<file path="src/rtl/lf_serial_wide_adder_pkg.sv">
// Shared types for the serial wide adder: FSM states, default slice width,
// and the slice-index width helper.
package lf_adder_pkg;

  typedef enum logic [1:0] {
    IDLE = 2'd0,
    RUN  = 2'd1,
    DONE = 2'd2
  } state_e;

  localparam int SLICE_W_DEFAULT = 10;

  // A single-slice build still needs a 1-bit index register.
  function automatic int idx_w(input int slices);
    return (slices > 1) ? $clog2(slices) : 1;
  endfunction

endpackage

</file>
<file path="src/rtl/lf_serial_wide_adder_if.sv">
// Operand/result handshake bundle for lf_serial_wide_adder.
// out_ovf exists only when LF_SERIAL_OVF_EN is defined.
interface lf_serial_wide_adder_if
  import lf_adder_pkg::*;
#(
  parameter int SLICE_W = SLICE_W_DEFAULT,
  parameter int SLICES  = 4
);
  localparam int W = SLICE_W * SLICES;

  logic         in_valid;
  logic         in_ready;
  logic [W-1:0] in_a;
  logic [W-1:0] in_b;
  logic         in_cin;
  logic         out_valid;
  logic         out_ready;
  logic [W-1:0] out_sum;
  logic         out_cout;
`ifdef LF_SERIAL_OVF_EN
  logic         out_ovf;

  modport master (output in_valid, in_a, in_b, in_cin, out_ready,
                  input  in_ready, out_valid, out_sum, out_cout, out_ovf);
  modport slave  (input  in_valid, in_a, in_b, in_cin, out_ready,
                  output in_ready, out_valid, out_sum, out_cout, out_ovf);
`else
  modport master (output in_valid, in_a, in_b, in_cin, out_ready,
                  input  in_ready, out_valid, out_sum, out_cout);
  modport slave  (input  in_valid, in_a, in_b, in_cin, out_ready,
                  output in_ready, out_valid, out_sum, out_cout);
`endif

endinterface

</file>
<file path="src/rtl/lf_serial_wide_adder_slice.sv">
// lf_prefix_slice: combinational W-bit Ladner-Fischer G/P prefix adder with carry-in.
// Latency: 0 cycles. Backpressure: none (pure logic).
// Handshake: none; outputs follow inputs.
module lf_prefix_slice #(
  parameter int W = 10
) (
  input  logic [W-1:0] a,
  input  logic [W-1:0] b,
  input  logic         cin,
  output logic [W-1:0] sum,
  output logic         cout
);
  localparam int LV = (W > 1) ? $clog2(W) : 0;

  logic [W-1:0] p;
  logic [W-1:0] gg;
  logic [W-1:0] pp;
  logic [W:0]   c;

  always_comb begin
    p  = a ^ b;
    gg = a & b;
    // Folding cin into bit 0 makes every prefix group-generate a true carry-out.
    gg[0] = gg[0] | (p[0] & cin);
    pp = p;
    for (int l = 0; l < LV; l++) begin
      for (int i = 0; i < W; i++) begin
        if (((i >> l) & 1) == 1) begin
          gg[i] = gg[i] | (pp[i] & gg[((i >> l) << l) - 1]);
          pp[i] = pp[i] & pp[((i >> l) << l) - 1];
        end
      end
    end
    c    = {gg, cin};
    sum  = p ^ c[W-1:0];
    cout = c[W];
  end

endmodule

</file>
<file path="src/rtl/lf_serial_wide_adder.sv">
// Serial wide adder: one SLICE_W slice per cycle through a shared prefix adder, LSB first; LF_SERIAL_OVF_EN adds out_ovf.
// Latency: accept in cycle T, out_valid in cycle T+SLICES+1; one op per SLICES+2 cycles.
// Backpressure: out_ready low holds DONE with outputs frozen; in_ready only in IDLE.
module lf_serial_wide_adder
  import lf_adder_pkg::*;
#(
  parameter int SLICE_W = SLICE_W_DEFAULT,
  parameter int SLICES  = 4
) (
  input logic                  clk,
  input logic                  rst,
  lf_serial_wide_adder_if.slave bus
);
  localparam int W  = SLICE_W * SLICES;
  localparam int IW = idx_w(SLICES);
  localparam logic [IW-1:0] LAST = IW'(SLICES - 1);

  state_e state_q, state_d;

  logic [IW-1:0]      idx_q;
  logic               carry_q;
  logic [W-1:0]       a_q;
  logic [W-1:0]       b_q;
  logic [W-1:0]       sum_q;
  logic               cout_q;
  logic [SLICE_W-1:0] sl_a;
  logic [SLICE_W-1:0] sl_b;
  logic [SLICE_W-1:0] sl_s;
  logic               sl_c;
  logic               accept;

  assign sl_a   = a_q[int'(idx_q)*SLICE_W +: SLICE_W];
  assign sl_b   = b_q[int'(idx_q)*SLICE_W +: SLICE_W];
  assign accept = (state_q == IDLE) && bus.in_valid;

  lf_prefix_slice #(.W(SLICE_W)) u_slice (
    .a    (sl_a),
    .b    (sl_b),
    .cin  (carry_q),
    .sum  (sl_s),
    .cout (sl_c)
  );

  always_ff @(posedge clk) begin
    if (rst) state_q <= IDLE;
    else     state_q <= state_d;
  end

  always_comb begin
    state_d       = state_q;
    bus.in_ready  = 1'b0;
    bus.out_valid = 1'b0;
    case (state_q)
      IDLE: begin
        bus.in_ready = 1'b1;
        if (bus.in_valid) state_d = RUN;
      end
      RUN:  if (idx_q == LAST) state_d = DONE;
      DONE: begin
        bus.out_valid = 1'b1;
        if (bus.out_ready) state_d = IDLE;
      end
      default: state_d = IDLE;
    endcase
  end

`ifdef LF_SERIAL_OVF_EN
  logic ovf_q;
  assign bus.out_ovf = ovf_q;
`endif

  always_ff @(posedge clk) begin
    if (rst) begin
      idx_q   <= '0;
      carry_q <= 1'b0;
      a_q     <= '0;
      b_q     <= '0;
      sum_q   <= '0;
      cout_q  <= 1'b0;
`ifdef LF_SERIAL_OVF_EN
      ovf_q   <= 1'b0;
`endif
    end else if (accept) begin
      a_q     <= bus.in_a;
      b_q     <= bus.in_b;
      carry_q <= bus.in_cin;
      idx_q   <= '0;
    end else if (state_q == RUN) begin
      sum_q[int'(idx_q)*SLICE_W +: SLICE_W] <= sl_s;
      carry_q <= sl_c;
      if (idx_q == LAST) begin
        cout_q <= sl_c;
        idx_q  <= '0;
`ifdef LF_SERIAL_OVF_EN
        // Carry into the MSB is recovered as a^b^sum at that bit.
        ovf_q  <= a_q[W-1] ^ b_q[W-1] ^ sl_s[SLICE_W-1] ^ sl_c;
`endif
      end else begin
        idx_q <= idx_q + IW'(1);
      end
    end
  end

  assign bus.out_sum  = sum_q;
  assign bus.out_cout = cout_q;

endmodule
</file>
<file path="src/flat_wrapper.sv">
// flat-port wrapper written by rule: the top's interface ports become plain ports
module lf_serial_wide_adder_flat import lf_adder_pkg::*;
#(
  parameter int SLICE_W = SLICE_W_DEFAULT,
  parameter int SLICES  = 4
)
  (clk, rst, bus_in_valid, bus_in_a, bus_in_b, bus_in_cin, bus_out_ready, bus_in_ready, bus_out_valid, bus_out_sum, bus_out_cout);
  lf_serial_wide_adder_if #(.SLICE_W(SLICE_W), .SLICES(SLICES)) bus_i ();
  input logic clk;
  input logic rst;
  input wire logic [$bits(bus_i.in_valid)-1:0] bus_in_valid;
  input wire logic [$bits(bus_i.in_a)-1:0] bus_in_a;
  input wire logic [$bits(bus_i.in_b)-1:0] bus_in_b;
  input wire logic [$bits(bus_i.in_cin)-1:0] bus_in_cin;
  input wire logic [$bits(bus_i.out_ready)-1:0] bus_out_ready;
  output wire logic [$bits(bus_i.in_ready)-1:0] bus_in_ready;
  output wire logic [$bits(bus_i.out_valid)-1:0] bus_out_valid;
  output wire logic [$bits(bus_i.out_sum)-1:0] bus_out_sum;
  output wire logic [$bits(bus_i.out_cout)-1:0] bus_out_cout;
  assign bus_i.in_valid = bus_in_valid;
  assign bus_i.in_a = bus_in_a;
  assign bus_i.in_b = bus_in_b;
  assign bus_i.in_cin = bus_in_cin;
  assign bus_i.out_ready = bus_out_ready;
  assign bus_in_ready = bus_i.in_ready;
  assign bus_out_valid = bus_i.out_valid;
  assign bus_out_sum = bus_i.out_sum;
  assign bus_out_cout = bus_i.out_cout;
  lf_serial_wide_adder #(.SLICE_W(SLICE_W), .SLICES(SLICES)) u_core (.clk(clk), .rst(rst), .bus(bus_i));
endmodule
</file>
<file path="config.mk">
export PLATFORM = sky130hd
export DESIGN_NAME = lf_serial_wide_adder_flat
export DESIGN_NICKNAME = d
export VERILOG_FILES = /design/src/rtl/lf_serial_wide_adder_pkg.sv /design/src/rtl/lf_serial_wide_adder_if.sv /design/src/rtl/lf_serial_wide_adder_slice.sv /design/src/rtl/lf_serial_wide_adder.sv /design/src/flat_wrapper.sv
export SDC_FILE = /design/constraint.sdc
export NUM_CORES = 1
export LEC_CHECK = 0
export ABC_CLOCK_PERIOD_IN_PS = 5650
export CAP_MARGIN = 20
export CORE_MARGIN = 3
export CORE_UTILIZATION = 40
export CTS_CLUSTER_DIAMETER = 50
export CTS_CLUSTER_SIZE = 12
export DETAILED_ROUTE_END_ITERATION = 7
export MAX_ROUTING_LAYER = met4
export PLACE_DENSITY = 0.72
export SYNTH_ARGS = -nofsm -noshare
export SYNTH_HDL_FRONTEND = slang
export SYNTH_SLANG_ARGS = --single-unit
</file>
<file path="constraint.sdc">
create_clock -name clk -period 5.65 [get_ports clk]
set_input_delay 1.13 -clock clk [delete_from_list [all_inputs] [get_ports clk]]
set_output_delay 1.13 -clock clk [all_outputs]
set_load 0.02 [all_outputs]
</file>
==> results of run 1 <==
area by class of cell:
| class | instances | area, sq um |
|---|---|---|
| clock inverter | 13 | 142.6 |
| timing repair buffer | 133 | 1314 |
| inverter | 17 | 63.81 |
| fill | 1306 | 6681 |
| sequential | 126 | 2524 |
| clock buffer | 19 | 442.9 |
| multi-input combinational | 533 | 3301 |
| tap | 184 | 230.2 |
through the flow:
stage          cells  power [mW]
3_3_place_gp     993       1.351
4_1_cts         1025       2.414
5_1_grt         1025       2.498
3_5_place_dp     993       1.352
6_report        1025       2.406
2_1_floorplan    728       1.206
per-layer routing:
layer	GRT usage	up-vias
met4	0.07396	0
li1	-	2766
met1	0.2811	2577
met5	-	-
met3	0.04040	35
met2	0.3247	223
worst min-delay path: cells and delay by family (launching register included):
kind	cells	cell delay, ps
simple gates	1	50
flops	1	310
compound gates	1	50
logic make-up after synthesis:
group / synth area share
simple gates: 0.2173
compound gates: 0.1937
flops: 0.4137
buf+inv: 0.04556
mux: 0.07880
fa+ha+maj: 0.04515
xor+xnor: 0.005747
flip-flops by register name, indices dropped and copies added (netlist names):
register and cells:
u_core.b_q 40, u_core.a_q 40, u_core.state_q 2, u_core.idx_q 2
u_core.bus.out_sum 40, u_core.bus.out_cout 1, u_core.carry_q 1
how the worst min path moves through the flow:
stage,slack (ps),from,cells after the start,to
floorplan,430,u_core.a_q[20],2,u_core.a_q[20]
global placement,440,u_core.a_q[26],2,u_core.a_q[26]
detailed placement,440,u_core.b_q[39],2,u_core.b_q[39]
CTS,450,u_core.b_q[39],2,u_core.b_q[39]
global route,470,u_core.b_q[36],2,u_core.b_q[36]
finish,450,u_core.a_q[15],2,u_core.a_q[15]
layout by cell type, fill, tap and decap left out, drive strengths merged, types with 3 or more instances in the layout:
master / n
a21oi: 99
nand2: 192
a22o: 11
a22oi: 14
dfxtp: 126
nor2b: 5
a31oi: 4
fa: 5
inv: 17
clkinv: 9
nor3: 11
o221ai: 3
buf: 7
nand3: 13
clkdlybuf4s50: 126
mux4: 20
o21ai: 12
or3: 4
a32oi: 4
ha: 14
a21o: 4
a211oi: 5
nand2b: 9
mux2i: 3
clkbuf: 19
nand4: 3
a311oi: 9
xor2: 3
nor4: 9
and2: 4
o31ai: 3
nor2: 46
report_power, final:
group          total [mW]  internal (mW)  switching (mW)
sequential          0.957          0.930          0.0275
clock                1.07          0.660           0.408
combinational       0.380          0.161           0.219
==> out/qor.yml, run 1 <==
leakage_nw: 2.902
postCtsHoldBufs: 0
vias_per_cell: 5.464
worstSetupStartpoint: "u_core.idx_q[0]"
worstReg2RegStart: "u_core.idx_q[0]"
yosysUniqueCellTypes: 62
r2r_end: "u_core.bus.out_sum[18]"
diodes: 0
crit_required_ps: 6010
cp_cell_sequence: "mux4_2, fa_1, inv_1, fa_1, nand2b_1, a21oi_2, o21ai_2, o21ai_0, fa_1, o22ai_1, a211oi_2, nor2_1, nor2_1, a32o_1"
fin_crit_ps: 4528
grt_pass1_vias: 5323
vdd_drop_max_uv: 233.4
place_ws_ps: 1150
cp_common_cell: "fa_1"
start_util: 0.4148
yosys-top-cells-area: "dfxtp_1 41%, nand2_1 12%, a21oi_1 8.0%"
worst-path-max-fanout: 21
postCtsSetupBuffers: 0
synthTopCellsByCount: "190 x nand2_1, 126 x dfxtp_1, 98 x a21oi_1"
fin_area_sq_mm: 0.008018
route.vias.total: 5601
h-tree-depth: 4
cp.depth: 14
hold_viol: 0
cts_tree: "done"
cts.reportedPaths.clkPinSlew_ps: 60
grt_overflow: 0
worstRegToRegCells: 14
wl_met1_mm: 7.662
worst_pin_slew_ps: 1052
worst_slack_ps: 1122
post-route-util: 0.5455
clock_skew_ps: 9.578
detail_route.first_pass.iterations: 5
cpPeakStageDelay_ps: 760
yosysSeqAreaShare: 0.4137
syn_area_sq_mm: 0.006097
rsz0062_at_grt: "no"
finalCritPeriodShare: 0.8014
fp.dieW_um: 129.5
antenna_found_initial: 0
die_h_um: 129.5
status: "finished clean"
grt_pass1_wl_mm: 27.16
drc: 0
cp-start-kind: "register"
synth_cells: 728
io_buffers: 127
worst_hold_slack_ps: 452.5
coreArea_sq_mm: 0.01470
tns_ps: 0
yosys_warnings: 0
crit_path_end_kind: "register"
setup_violations: 0
finalNetCount: 932
post_drt_wl_per_cell_um: 16.56
placed_area_sq_mm: 0.007432
slew_headroom: 0.2924
clock_path_buffers: 2
ctsResizeCount: 0
slowest_stage: "dfxtp_2"
fmax_ghz: 0.2209
async_flop_share: 0
yosysMostFrequentCell: "nand2_1"
synth_top_cell_by_area: "dfxtp_1"
cp.arrival_ps: 4890
insertion_delay_ps: 430
grt_util_all_layers: 0.2116
cts-root-buf: "clkbuf_16"
wl_met3_mm: 1.036
cp-endpoint: "u_core.bus.out_sum[18]"
dieArea_sq_mm: 0.01676
finalMaxSlewViolations: 0
num_io_pins: 128
yosysTopAreaCellShare: 0.4137
wl_mm: 16.97
routabilityCongestion: 0.9227
wl_met2_mm: 7.962
ys_seq_elements: 126
worstPathBufferInverterCount: 1
synth_fp_nets: 832
hpwl_mm: 12.22
dr.first_iter.drc_count: 405
syn_to_final_growth_pct: 31.50
layout-drive-gt1-share: 0.09156
crit_family: "adder cells"
synth-edff-count: 0
p_per_area_mw_per_mm2: 300.1
cap_viol_max_count: 0
synth.avg_cell_area_sq_um: 8.375
grt_max_degree: 81
postRouteAntennaNets: 0
synth_ff_type: "dfxtp_1"
regToRegSetupSlack_ps: 1120
clock-sinks: 126
worstHoldPathType: "register to register"
top_layer_used: "met4"
criticalPathCategory: "register to register"
cts_buffers: 17
num_rows: 44
Note: power is estimated with default switching activity, not from simulation.
==> run 2, diff against run 1 <==
--- a/config.mk
+++ b/config.mk
@@ -5,7 +5,7 @@
 export SDC_FILE = /design/constraint.sdc
 export NUM_CORES = 1
 export LEC_CHECK = 0
-export ABC_CLOCK_PERIOD_IN_PS = 5650
+export ABC_CLOCK_PERIOD_IN_PS = 3630
 export CAP_MARGIN = 20
 export CORE_MARGIN = 3
 export CORE_UTILIZATION = 40
@@ -13,7 +13,7 @@
 export CTS_CLUSTER_SIZE = 12
 export DETAILED_ROUTE_END_ITERATION = 7
 export MAX_ROUTING_LAYER = met4
-export PLACE_DENSITY = 0.72
+export PLACE_DENSITY = 0.75
 export SYNTH_ARGS = -nofsm -noshare
 export SYNTH_HDL_FRONTEND = slang
 export SYNTH_SLANG_ARGS = --single-unit
==> constraint.sdc (replaced) <==
create_clock -name clk -period 3.63 [get_ports clk]
set_input_delay 0.726 -clock clk [delete_from_list [all_inputs] [get_ports clk]]
set_output_delay 0.726 -clock clk [all_outputs]
set_load 0.02 [all_outputs]
==> run 2 against run 1 <==
Combinational power grew 76%. Utilization up 2.5 points. Sequential power grew 56%. Die area unchanged. Clock power up 62%. Critical path type unchanged. Clock skew decreased by 2.1 ps. Global-route usage rose by 1.5 points. Wire length is 6.8% higher. Setup slack worse by 1000 ps. Largest power group unchanged. First-iteration DRC count grew 19%.
==> out/qor.yml, run 2 (synthesized netlist as in run 1, its figures left out) <==
num_io_pins: 128  # unchanged
dr.first_iter.drc_count: 481  # +19%
vdd_drop_max_uv: 326.9  # +40%
cts_buffers: 17  # unchanged
cts.reportedPaths.clkPinSlew_ps: 60  # about the same
grt_pass1_vias: 5644  # +6.0%
crit_required_ps: 3960  # -2050 ps
grt_overflow: 0  # unchanged
crit_path_end_kind: "register"
place_ws_ps: -20.70  # -1171 ps
fill_cells: 1289  # -1.3%
p_per_area_mw_per_mm2: 463.8  # +55%
cp_cell_sequence: "mux4_2, fa_2, inv_2, fa_2, nand2b_4, a21oi_2, o21ai_2, o21ai_2, fa_2, o22ai_2, a211oi_4, nand4_1, a311oi_2"
insertion_delay_ps: 420  # about the same
worst-path-max-fanout: 4  # -81%
worst_hold_path.num_cells: 2  # unchanged
num_rows: 44  # unchanged
cap_viol_max_count: 0  # unchanged
clock_skew_ps: 7.446  # -2.132 ps
mostFrequentLayoutCells: "189 x nand2_1, 126 x clkdlybuf4s50_1, 124 x dfxtp_1"
route.vias.total: 5844  # +4.3%
multiInputGateArea_sq_mm: 0.003390  # +2.7%
drc: 0  # unchanged
status: "finished clean"
fmax_ghz: 0.2838  # +28%
wl_met3_mm: 1.279  # +23%
grt_util_all_layers: 0.2261  # +0.01452
cts-root-buf: "clkbuf_16"
h-tree-depth: 4  # unchanged
final_common_cell: "nand2_1"
worst_pin_slew_ps: 769.3  # -282.3 ps
slew_headroom: 0.4871  # +0.1947
rsz0062_at_grt: "yes"
finalNetCount: 961  # +3.1%
hold_end: "u_core.bus.out_sum[11]"
wl_mm: 18.13  # +6.8%
cpPeakStageDelay_ps: 560  # -200 ps
syn_to_final_growth_pct: 37.43
stdcell_count: 1054  # +2.8%
worstHoldPathType: "register to register"
vias_per_cell: 5.545  # +1.5%
diodes: 0  # unchanged
fin_crit_ps: 3524  # -1004 ps
grt_max_degree: 72  # -11%
cp.arrival_ps: 3850  # -1040 ps
setup_violations: 0  # unchanged
post_drt_wl_per_cell_um: 17.20  # +3.9%
coreArea_sq_mm: 0.01470  # unchanged
worstReg2RegStart: "u_core.idx_q[0]"
layout-drive-gt1-share: 0.1425  # +0.05097
r2r_end: "u_core.bus.out_sum[14]"
die_h_um: 129.5  # unchanged
grt_pass1_wl_mm: 28.64  # +5.5%
cts_tree: "done"
wl_met1_mm: 7.548  # -1.5%
cp-start-kind: "register"
postCtsHoldBufs: 0  # unchanged
finalMaxSlewViolations: 0  # unchanged
clock-sinks: 126  # unchanged
wl_met2_mm: 8.797  # +10%
criticalPathCategory: "register to register"
postRouteAntennaNets: 0  # unchanged
io_buffers: 127  # unchanged
hp-start: "u_core.bus.out_sum[11]"
regToRegSetupSlack_ps: 110  # -1020 ps
slowest_stage: "fa_2"
worstRegToRegCells: 13  # -1
worst_slack_ps: 106.1  # -1016 ps
leakage_nw: 3.077  # +6.0%
top_layer_used: "met4"
dpl.cell_count: 1017  # +2.4%
finalCritPeriodShare: 0.9708  # +0.1694
cp_common_cell: "fa_2"
clock_path_buffers: 2  # unchanged
hpwl_mm: 13.19  # +7.9%
start_util: 0.4148  # unchanged
dieArea_sq_mm: 0.01676  # unchanged
detail_route.first_pass.iterations: 5  # unchanged
hold_viol: 0  # unchanged
antenna_found_initial: 0  # unchanged
final-seq-area_sq_mm: 0.002527  # +0.15%
routabilityCongestion: 0.9493  # +2.9%
fp.dieW_um: 129.5  # unchanged
-- run 2: cell types whose count changed in the layout (fill, tap and decap cells not counted), moves of 3 or more --
cell      before  now
clkinv_4       6    2
buf_4          7   32
fa_2           0    3
fa_1           5    2
-- run 2: repair_timing --
item | in CTS | in global routing
setup endpoints to repair | 2 | 21
setup buffers | 0 | 5
pin swaps | 0 | 8
resized for setup | 1 | 13
-- run 2: critical path: cells and delay by family, from the launching register on --
| family | cells | cell delay, ps |
|---|---|---|
| AOI/OAI and AO/OA | 6 | 1020 |
| adders and majority gates | 3 | 1110 |
| buffers and inverters | 1 | 70 |
| DFF | 1 | 370 |
| muxes | 1 | 510 |
| and+or+nand+nor | 2 | 340 |
-- run 2: how the worst max path moves through the flow --
| stage | from | to | depth (start not counted) |
|---|---|---|---|
| 2_1_floorplan | u_core.idx_q[0] | u_core.bus.out_sum[18] | 17 |
| 3_3_place_gp | u_core.idx_q[0] | u_core.bus.out_sum[6] | 12 |
| 3_5_place_dp | u_core.idx_q[1] | u_core.bus.out_sum[14] | 13 |
| 4_1_cts | u_core.idx_q[1] | u_core.bus.out_sum[14] | 13 |
| 5_1_grt | u_core.idx_q[1] | u_core.bus.out_sum[14] | 13 |
| 6_report | u_core.idx_q[0] | u_core.bus.out_sum[14] | 13 |
-- run 2: per-layer routing --
metal  GRT usage  vias up
met1      0.2757     2721
li1            -     2821
met5           -        -
met3     0.05977       42
met4     0.08863        0
met2      0.3591      260
-- run 2: cell type report --
| type | instances | share of cell area |
|---|---|---|
| Clock buffer | 19 | 0.05286 |
| Clock inverter | 13 | 0.01941 |
| Inverter | 17 | 0.007615 |
| Multi-Input combinational cell | 533 | 0.4045 |
| Sequential cell | 126 | 0.3016 |
| Tap cell | 184 | 0.02748 |
| Timing Repair Buffer | 162 | 0.1865 |
-- run 2: per-stage QoR --
stage,hold slack (ps),area [sq um],TNS (ps),util,power [mW]
2_1_floorplan,433.1,6172,-763.2,-,1.893
4_1_cts,455.3,8290,0,0.5640,3.896
6_report,453.2,8379,0,0.5701,3.886
3_3_place_gp,440.3,7677,0,0.5223,2.152
3_5_place_dp,444.9,7677,-20.70,0.5223,2.159
5_1_grt,475.7,8379,-12.56,0.5701,4.045
-- run 2: where the power goes --
| part | internal, mW | total [mW] | switching (mW) |
|---|---|---|---|
| clock network | 1.10 | 1.73 | 0.633 |
| registers | 1.45 | 1.49 | 0.0390 |
| logic | 0.295 | 0.669 | 0.373 |
==> run 3, diff against run 2 <==
--- a/config.mk
+++ b/config.mk
@@ -5,15 +5,18 @@
 export SDC_FILE = /design/constraint.sdc
 export NUM_CORES = 1
 export LEC_CHECK = 0
-export ABC_CLOCK_PERIOD_IN_PS = 3630
+export ABC_CLOCK_PERIOD_IN_PS = 4300
 export CAP_MARGIN = 20
+export CELL_PAD_IN_SITES_DETAIL_PLACEMENT = 0
+export CELL_PAD_IN_SITES_GLOBAL_PLACEMENT = 1
 export CORE_MARGIN = 3
 export CORE_UTILIZATION = 40
 export CTS_CLUSTER_DIAMETER = 50
 export CTS_CLUSTER_SIZE = 12
 export DETAILED_ROUTE_END_ITERATION = 7
 export MAX_ROUTING_LAYER = met4
-export PLACE_DENSITY = 0.75
+export PLACE_DENSITY = 0.91
+export REMOVE_ABC_BUFFERS = 1
 export SYNTH_ARGS = -nofsm -noshare
 export SYNTH_HDL_FRONTEND = slang
 export SYNTH_SLANG_ARGS = --single-unit
==> constraint.sdc (replaced) <==
create_clock -name clk -period 4.3 [get_ports clk]
set_input_delay 0.86 -clock clk [delete_from_list [all_inputs] [get_ports clk]]
set_output_delay 0.86 -clock clk [all_outputs]
set_load 0.02 [all_outputs]
==> run 3 against run 2 <==
Register-to-register slack improved by 190 ps. Utilization fell by 2.1 points. Clock skew rose by 3.3 ps. Largest power group unchanged. Fmax decreased by 12%. Cell area decreased by 3.8%. Non-clock buffer count decreased by 21. Sequential power is 16% lower. Critical path depth is 2 higher. Die area is the same. Critical endpoint is now u_core.bus.out_sum[18].
==> out/qor.yml, run 3 (synthesized netlist as in run 1, its figures left out) <==
status: "finished clean"
diodes: 0  # unchanged
mostFrequentLayoutCells: "189 x nand2_1, 126 x clkdlybuf4s50_1, 125 x dfxtp_1"
grt_max_degree: 68  # -5.6%
cts.reportedPaths.clkPinSlew_ps: 60  # about the same
grt_pass1_vias: 5280  # -6.4%
leakage_nw: 2.921  # -5.1%
coreArea_sq_mm: 0.01470  # unchanged
drc: 0  # unchanged
num_rows: 44  # unchanged
crit_path_end_kind: "register"
vdd_drop_max_uv: 283.2  # -13%
grt_util_all_layers: 0.2104  # -0.01568
share_comb_of_total_power: 0.164  # -0.008
cap_viol_max_count: 0  # unchanged
fin_crit_ps: 4007  # +483.2 ps
worstHoldPathType: "register to register"
dr.first_iter.drc_count: 412  # -14%
slowest_stage: "fa_1"
finalMaxSlewViolations: 0  # unchanged
p_total_mw: 3.112  # -20%
layout-drive-gt1-share: 0.1001  # -0.04241
criticalPathCategory: "register to register"
post-route-util: 0.5486  # -0.02145
tns_ps: 0  # unchanged
antenna_found_initial: 0  # unchanged
worst_pin_slew_ps: 857.3  # +87.96 ps
vias_per_cell: 5.460  # -1.5%
postCtsSetupBuffers: 0  # unchanged
num_io_pins: 128  # unchanged
clockPowerShare: 0.434  # -0.011
rsz0062_at_grt: "no"
intPower_mw: 2.250  # -21%
final_common_cell: "nand2_1"
ctsResizeCount: 0  # -1
routabilityCongestion: 0.9353  # -1.5%
crit_required_ps: 4670  # +710 ps
clock_path_buffers: 2  # unchanged
insertion_delay_ps: 430  # about the same
clock-sinks: 126  # unchanged
h-tree-depth: 4  # unchanged
setup_violations: 0  # unchanged
hpwl_mm: 11.82  # -10%
cp_cell_sequence: "buf_4, mux4_2, fa_1, inv_1, fa_1, nand2b_1, a21oi_2, o21ai_2, o21ai_0, fa_1, o22ai_1, a211oi_2, nor2_1, nor2_1, a32o_1"
start_util: 0.4148  # unchanged
worst_slack_ps: 293.0  # +186.8 ps
grt_pass1_wl_mm: 26.96  # -5.9%
cts_tree: "done"
die_h_um: 129.5  # unchanged
cts_buffers: 17  # unchanged
p_per_area_mw_per_mm2: 385.9  # -17%
fp.dieW_um: 129.5  # unchanged
fmax_ghz: 0.2496  # -12%
cts-root-buf: "clkbuf_16"
grt_overflow: 0  # unchanged
power.switching_mw: 0.8621  # -18%
p_seq_frac: 0.402  # +0.020
wl_mm: 16.63  # -8.3%
cp-start-kind: "register"
io_buffers: 127  # unchanged
postCtsHoldBufs: 0  # unchanged
finalCritPeriodShare: 0.9319  # -0.03889
worst_hold_slack_ps: 449.5  # -3.727 ps
finalNetCount: 940  # -2.2%
cp_common_cell: "fa_1"
cp.arrival_ps: 4380  # +530 ps
worst-path-max-fanout: 8  # +4
place_ws_ps: 360.7  # +381.4 ps
dieArea_sq_mm: 0.01676  # unchanged
clock_skew_ps: 10.75  # +3.302 ps
postRouteAntennaNets: 0  # unchanged
cpPeakStageDelay_ps: 680  # +120 ps
detail_route.first_pass.iterations: 5  # unchanged
slew_headroom: 0.4237  # -0.06340
post_drt_wl_per_cell_um: 16.10  # -6.4%
fill_cells: 1376  # +6.7%
syn_to_final_growth_pct: 32.26
p_sw_frac: 0.2770  # +0.008003
hold_viol: 0  # unchanged
route.vias.total: 5640  # -3.5%
run 3: layout make-up:
type	instances	area, sq um	share of cell area
inverter	17	63.81	0.007913
sequential	126	2524	0.3130
tap	184	230.2	0.02855
clock inverter	13	116.4	0.01443
clock buffer	19	442.9	0.05493
multi-input combinational	533	3301	0.4093
timing repair buffer	141	1386	0.1719
run 3: path summary, 6_finish.rpt:
| check | to | start | slack (ps) | cells past startpoint |
|---|---|---|---|---|
| max | u_core.bus.out_sum[18] | u_core.idx_q[1] | 290 | 15 |
| min | u_core.bus.out_sum[11] | u_core.bus.out_sum[11] | 450 | 2 |
| max reg2reg | u_core.bus.out_sum[18] | u_core.idx_q[1] | 290 | 15 |
| min reg2reg | u_core.bus.out_sum[11] | u_core.bus.out_sum[11] | 450 | 2 |
run 3: per-stage QoR:
step                instances  cell area, sq um
finish                   1033              8064
global route             1033              8064
CTS                      1033              8064
detailed placement       1001              7505
global placement         1001              7505
floorplan                 676              5883
run 3: layer usage:
layer	up-vias	routed length [um]	GRT usage
met5	-	0	-
met4	0	373	0.07579
met3	32	1039	0.05482
met2	218	7774	0.3201
met1	2621	7443	0.2718
li1	2769	-	-
run 3: critical path: cells and delay by family (launching register included):
| family | cells | cell delay (ps) |
|---|---|---|
| flip-flops | 1 | 370 |
| multiplexers | 1 | 320 |
| buffers and inverters | 2 | 290 |
| AND/OR/NAND/NOR | 3 | 590 |
| AO/OA/AOI/OAI | 6 | 1090 |
| adder cells (fa/ha/maj) | 3 | 1280 |
run 3: power by group through the flow:
stage / Combinational, mW / Clock (mW) / Sequential (mW)
final: 0.511 / 1.35 / 1.25
after global routing: 0.561 / 1.42 / 1.26
after CTS: 0.509 / 1.37 / 1.25
after detailed placement: 0.508 / 0 / 1.28
after global placement: 0.503 / 0 / 1.27
after floorplan: 0.272 / 0 / 1.29
